## config.mk

```make
export PLATFORM = sky130hd
export DESIGN_NAME = pattern_detector4
export DESIGN_NICKNAME = d
export VERILOG_FILES = /design/src/rtl/pattern_detector4.sv
export SDC_FILE = /design/constraint.sdc
export NUM_CORES = 1
export LEC_CHECK = 0
export CAP_MARGIN = 10
export CORE_AREA = 2 2 51 53
export CTS_BUF_LIST = sky130_fd_sc_hd__clkbuf_8
export DETAILED_ROUTE_END_ITERATION = 10
export DIE_AREA = 0 0 53 55
export PLACE_DENSITY_LB_ADDON = 0.1
export SLEW_MARGIN = 20
export SYNTH_ARGS = -nofsm -noshare
export SYNTH_HDL_FRONTEND = slang
export SYNTH_SLANG_ARGS = --single-unit
```

## constraint.sdc

```tcl
create_clock -name clk -period 2.45 [get_ports clk]
set_clock_uncertainty 0.15 [all_clocks]
set_input_delay 0.245 -clock clk [delete_from_list [all_inputs] [get_ports clk]]
set_output_delay 0.245 -clock clk [all_outputs]
set_load 0.01 [all_outputs]
```

## src/rtl/pattern_detector4.sv

```systemverilog
// pattern_detector4 -- byte-stream detector for a fixed 4-byte sequence.
//
// Scans one byte per accepted clock and raises found_pattern when the last four
// accepted bytes equal PATTERN (byte 0 = PATTERN[31:24] arrives first). The flag
// is held until the consumer drops ack for one clock. Matching is KMP-style, so
// overlapping prefixes are tracked, but a reported match is not reused.
//
// Ports:
//   clk            in   1  clock, rising edge
//   reset_sync     in   1  asynchronous active-high reset
//   data           in   8  stream byte, taken when ack=1 and no match pending
//   ack            in   1  1 = byte valid / consumer ready; 0 = stall or acknowledge
//   found_pattern  out  1  registered; 1 while a detected match awaits acknowledge
module pattern_detector4 #(
  parameter logic [31:0] PATTERN = 32'hA5A5_5AC3
) (
  input  logic       clk,
  input  logic       reset_sync,
  input  logic [7:0] data,
  input  logic       ack,
  output logic       found_pattern
);

  // Encoding equals the number of matched pattern bytes.
  typedef enum logic [2:0] {
    StM0    = 3'd0,
    StM1    = 3'd1,
    StM2    = 3'd2,
    StM3    = 3'd3,
    StFound = 3'd4
  } state_t;

  state_t      state_q, state_d, next_m;
  logic [23:0] hist_q, hist_d;  // last three accepted bytes, [7:0] newest
  logic [31:0] recent;          // candidate stream tail: history plus incoming byte
  logic [4:1]  sfx_ok;          // sfx_ok[j]: last j bytes of recent equal pattern bytes 0..j-1

  assign recent = {hist_q, data};

  // recent byte m (0 = incoming) must equal pattern byte j-1-m.
  for (genvar j = 1; j <= 4; j++) begin : g_sfx
    logic [j-1:0] eq;
    for (genvar m = 0; m < j; m++) begin : g_byte
      assign eq[m] = (recent[8*m +: 8] == PATTERN[8*(4-j+m) +: 8]);
    end
    assign sfx_ok[j] = &eq;
  end

  // Longest prefix reachable from state k is at most k+1 bytes, which also keeps
  // history older than the current partial match out of the decision.
  always_comb begin
    next_m = StM0;
    if (sfx_ok[1])                      next_m = StM1;
    if (sfx_ok[2] && state_q >= StM1)   next_m = StM2;
    if (sfx_ok[3] && state_q >= StM2)   next_m = StM3;
    if (sfx_ok[4] && state_q == StM3)   next_m = StFound;
  end

  always_comb begin
    state_d = state_q;
    hist_d  = hist_q;
    case (state_q)
      StFound: begin
        // Acknowledge: drop the match and forget its bytes.
        if (!ack) begin
          state_d = StM0;
          hist_d  = '0;
        end
      end
      default: begin
        if (ack) begin
          state_d = next_m;
          hist_d  = {hist_q[15:0], data};
        end
      end
    endcase
  end

  // Clearing history on entry to FOUND is unnecessary: M0 never consults it.
  always_ff @(posedge clk or posedge reset_sync) begin
    if (reset_sync) begin
      state_q <= StM0;
      hist_q  <= '0;
    end else begin
      state_q <= state_d;
      hist_q  <= hist_d;
    end
  end

  assign found_pattern = (state_q == StFound);

endmodule

```

==> summary.md <==
| Metric | Value |
|---|---|
| Die Footprint | `0.00292 sq mm` |
| Total internal power | `0.000667 W` |
| Status | `finished clean` |
| Setup TNS Final | `0 ns` |
| Initial antenna violation count | `0` |
| Initial Utilization | `53.1%` |
| Post CTS Setup Buffer Count | `0` |
| Rows | `18` |
| Storage cell area | `676 sq um` |
| Ys Warns | `0` |
| Period utilization | `81.3%` |
| Pleak | `0.597 nW` |
| Root buf cell | `clkbuf_8` |
| First-pass GRT wire length | `4080 microns` |
| Final nets | `117` |
| HP Class | `in -> async` |
| Post-DP HPWL | `1670 microns` |
| Worst-Skew Late Latency | `0.27 ns` |
| Clk pwr share | `28.1%` |
| Depth of the most critical reg-to-reg path | `4` |
| Syn_area_per_cell | `13.7 sq um` |
| WP data required | `2.06 ns` |
| Crit Path Category | `reg -> out` |
| Reg2reg start | `hist_q[0]` |
| Final Hold Vio Count | `0` |
| CTS Buffer Depth | `2` |
| Clk slew on worst S/H paths | `0.09 ns` |
| Seq/Total Area, Yosys | `53.8%` |
| Worst path bufs/invs | `1` |
| Critical Path Stages | `2` |
| # port buffers | `11` |
| Number of synthesized register bits | `27` |
| Reg power frac | `59.3%` |
| PostCTS Resize Cnt | `0` |
| Final Core Density | `60.9%` |
| Total power | `0.000882 W` |
| Syn Inst Count | `92` |
| Main flop type after synthesis | `dfrtp_1` |
| Sw frac | `24.4%` |
| CTS Buf Count | `3` |
| Hold_ws | `0.167 ns` |
| Core area | `0.00236 sq mm` |
| Antenna Cells | `0` |
| Largest delay contributor family on the critical path | `buffers and inverters` |
| Worst slew pin tran | `0.576 ns` |
| Wire per inst | `18.1 microns` |
| CP startpoint kind | `flip-flop` |
| Vias in the first global route | `841` |
| Gr usage total | `19.6%` |
| Combinational fraction of design power | `12.6%` |
| Placer congestion estimate | `0.806` |
| Final wirelength | `2450 microns` |
| RSZ-0062 raised after global routing | `false` |
| Setup crit end kind | `output pin` |
| Area grow syn2layout | `14.6%` |
| Die height | `55 microns` |
| Period minus WS final | `1.99 ns` |
| Final Max Tran Viols | `0` |
| Netlist Area Pre-Place | `0.00126 sq mm` |
| Share of the synthesized area in the top cell type | `53.8%` |
| Max_cap viols | `0` |
| Area leader, netlist | `dfrtp_1` |
| H-tree Lvls | `1` |
| Largest net degree at the start of global routing | `28` |
| CP max stage delay | `0.58 ns` |
| Num Clock Sinks | `27` |
| Detail Route Antenna Nets | `0` |
| Fillcell total | `191` |
| DRC Markers | `0` |
| Power per cell area | `612 mW/mm^2` |
| CTS tree | `yes` |
| Non-Filler Instances | `135` |
| Placed insts | `131` |
| I/O pin cnt | `12` |
| Fmax | `0.502 GHz` |
| Largest cells by area after synthesis | `dfrtp_1 54%, a22o_1 15%, nand4bb_1 4.5%` |
| Crit path DAT | `1.60 ns` |
| P_sw | `0.000215 W` |
| CP Max Fanout | `4` |
| Ordered cell list for the critical path | `nor3b_4 > clkdlybuf4s50_1` |
| Drt via density | `6.38` |
| Relative max-transition margin | `61.4%` |
| Net Count, Synth | `103` |
| Chip Width | `53 microns` |
| Worst IR Drop VDD | `0.378 mV` |
| Share of post-route cells with drive strength above 1 | `17.1%` |
| 1st-iter DRT viols | `39` |
| Hold buffer count at CTS | `0` |
| Area occupied by multi-input gates | `538 sq um` |
| Final global-route overflow total | `0` |
| Synth async-reset ratio | `100%` |
| Cell variety after synth | `31` |
| R2R setup slack | `0.58 ns` |
| Reg2Reg Capture Point | `state_q[1]` |
| Routed vias | `861` |
| TritonRoute pass-1 iters | `4` |
| Setup-failing EPs final | `0` |
| Number of flops mapped to enable cells by yosys | `0` |
| Slowest-stage cell, CP | `clkdlybuf4s50_1` |
-- worst max path at each step --
stage | start | to
after floorplan | hist_q[0] | state_q[0]
after global placement | data[4] | state_q[1]
after detailed placement | data[4] | state_q[1]
after CTS | state_q[0] | found_pattern
after global routing | state_q[1] | found_pattern
final | state_q[0] | found_pattern
-- per-layer routing --
| layer | global-route usage (%) | vias up | wire (microns) |
|---|---|---|---|
| met5 | 0 | - | 0 |
| met4 | 6.41 | 0 | 0 |
| met3 | 2.42 | 0 | 114 |
| met2 | 30.4 | 19 | 1130 |
| met1 | 28.7 | 446 | 1200 |
| li1 | - | 396 | - |
-- sequential cells by signal, indices dropped and copies added, names as in the netlist --
register	flops
hist_q	24
state_q	3
-- power groups by stage --
stage	clock network [W]	registers (W)	logic (W)
after floorplan	0	0.000519	0.0000789
after global placement	0	0.000530	0.000109
after detailed placement	0	0.000531	0.000112
after CTS	0.000254	0.000523	0.000112
after global routing	0.000273	0.000529	0.000122
final	0.000248	0.000523	0.000111
-- synth_stat cells, types with 2 or more instances --
cell	count
nand2_1	2
nand4bb_1	5
a22o_2	2
a22o_1	22
o22ai_1	2
a22oi_1	2
nor2_1	2
clkbuf_1	2
and4bb_2	2
dfrtp_1	27
inv_1	3
nor3_1	2
-- kinds of logic after synthesis --
group / Yosys count / synth area share (%)
xor+xnor: 1 / 1.30
buf+inv: 8 / 3.39
simple gates: 26 / 19.4
flops: 27 / 53.8
compound gates: 30 / 22.1
-- placed cells by master, fill, tap and decap left out --
cell,n
nor2_1,2
nand3_1,1
nor4b_1,1
nor3_1,2
buf_4,3
nand4bb_4,1
nor3b_4,1
dfrtp_1,27
clkbuf_8,3
nor4bb_1,1
clkdlybuf4s50_1,11
and4b_2,1
or3_1,1
and3_2,1
xnor2_2,1
or4bb_1,1
or4_4,1
inv_1,4
a22o_1,22
nand2_1,2
nand3b_1,1
o41ai_2,1
nor2b_1,1
o31ai_4,1
a22o_2,2
o22ai_1,2
nand4bb_1,5
and4bb_2,2
a22oi_1,2
nor4_1,1
-- layout make-up --
class / instances / area share, %
well taps: 30 / 2.61
clock buffers: 3 / 2.87
inverters: 3 / 0.782
repair buffers: 14 / 9.21
multi-input cells: 57 / 37.4
flip-flops and latches: 27 / 46.9
clock inverters: 1 / 0.261
-- metrics by stage --
stage,worst slack (ns),cell area (sq um)
2_1_floorplan,0.731,1260
3_3_place_gp,0.405,1400
3_5_place_dp,0.353,1400
4_1_cts,0.456,1440
5_1_grt,0.394,1440
6_report,0.457,1440
-- worst min-delay path, stage by stage --
cell	delay, ns
clkdlybuf4s50_1	0.39
inv_1	0.05
buf_4	0.31
Note: power is estimated with default switching activity, not from simulation.
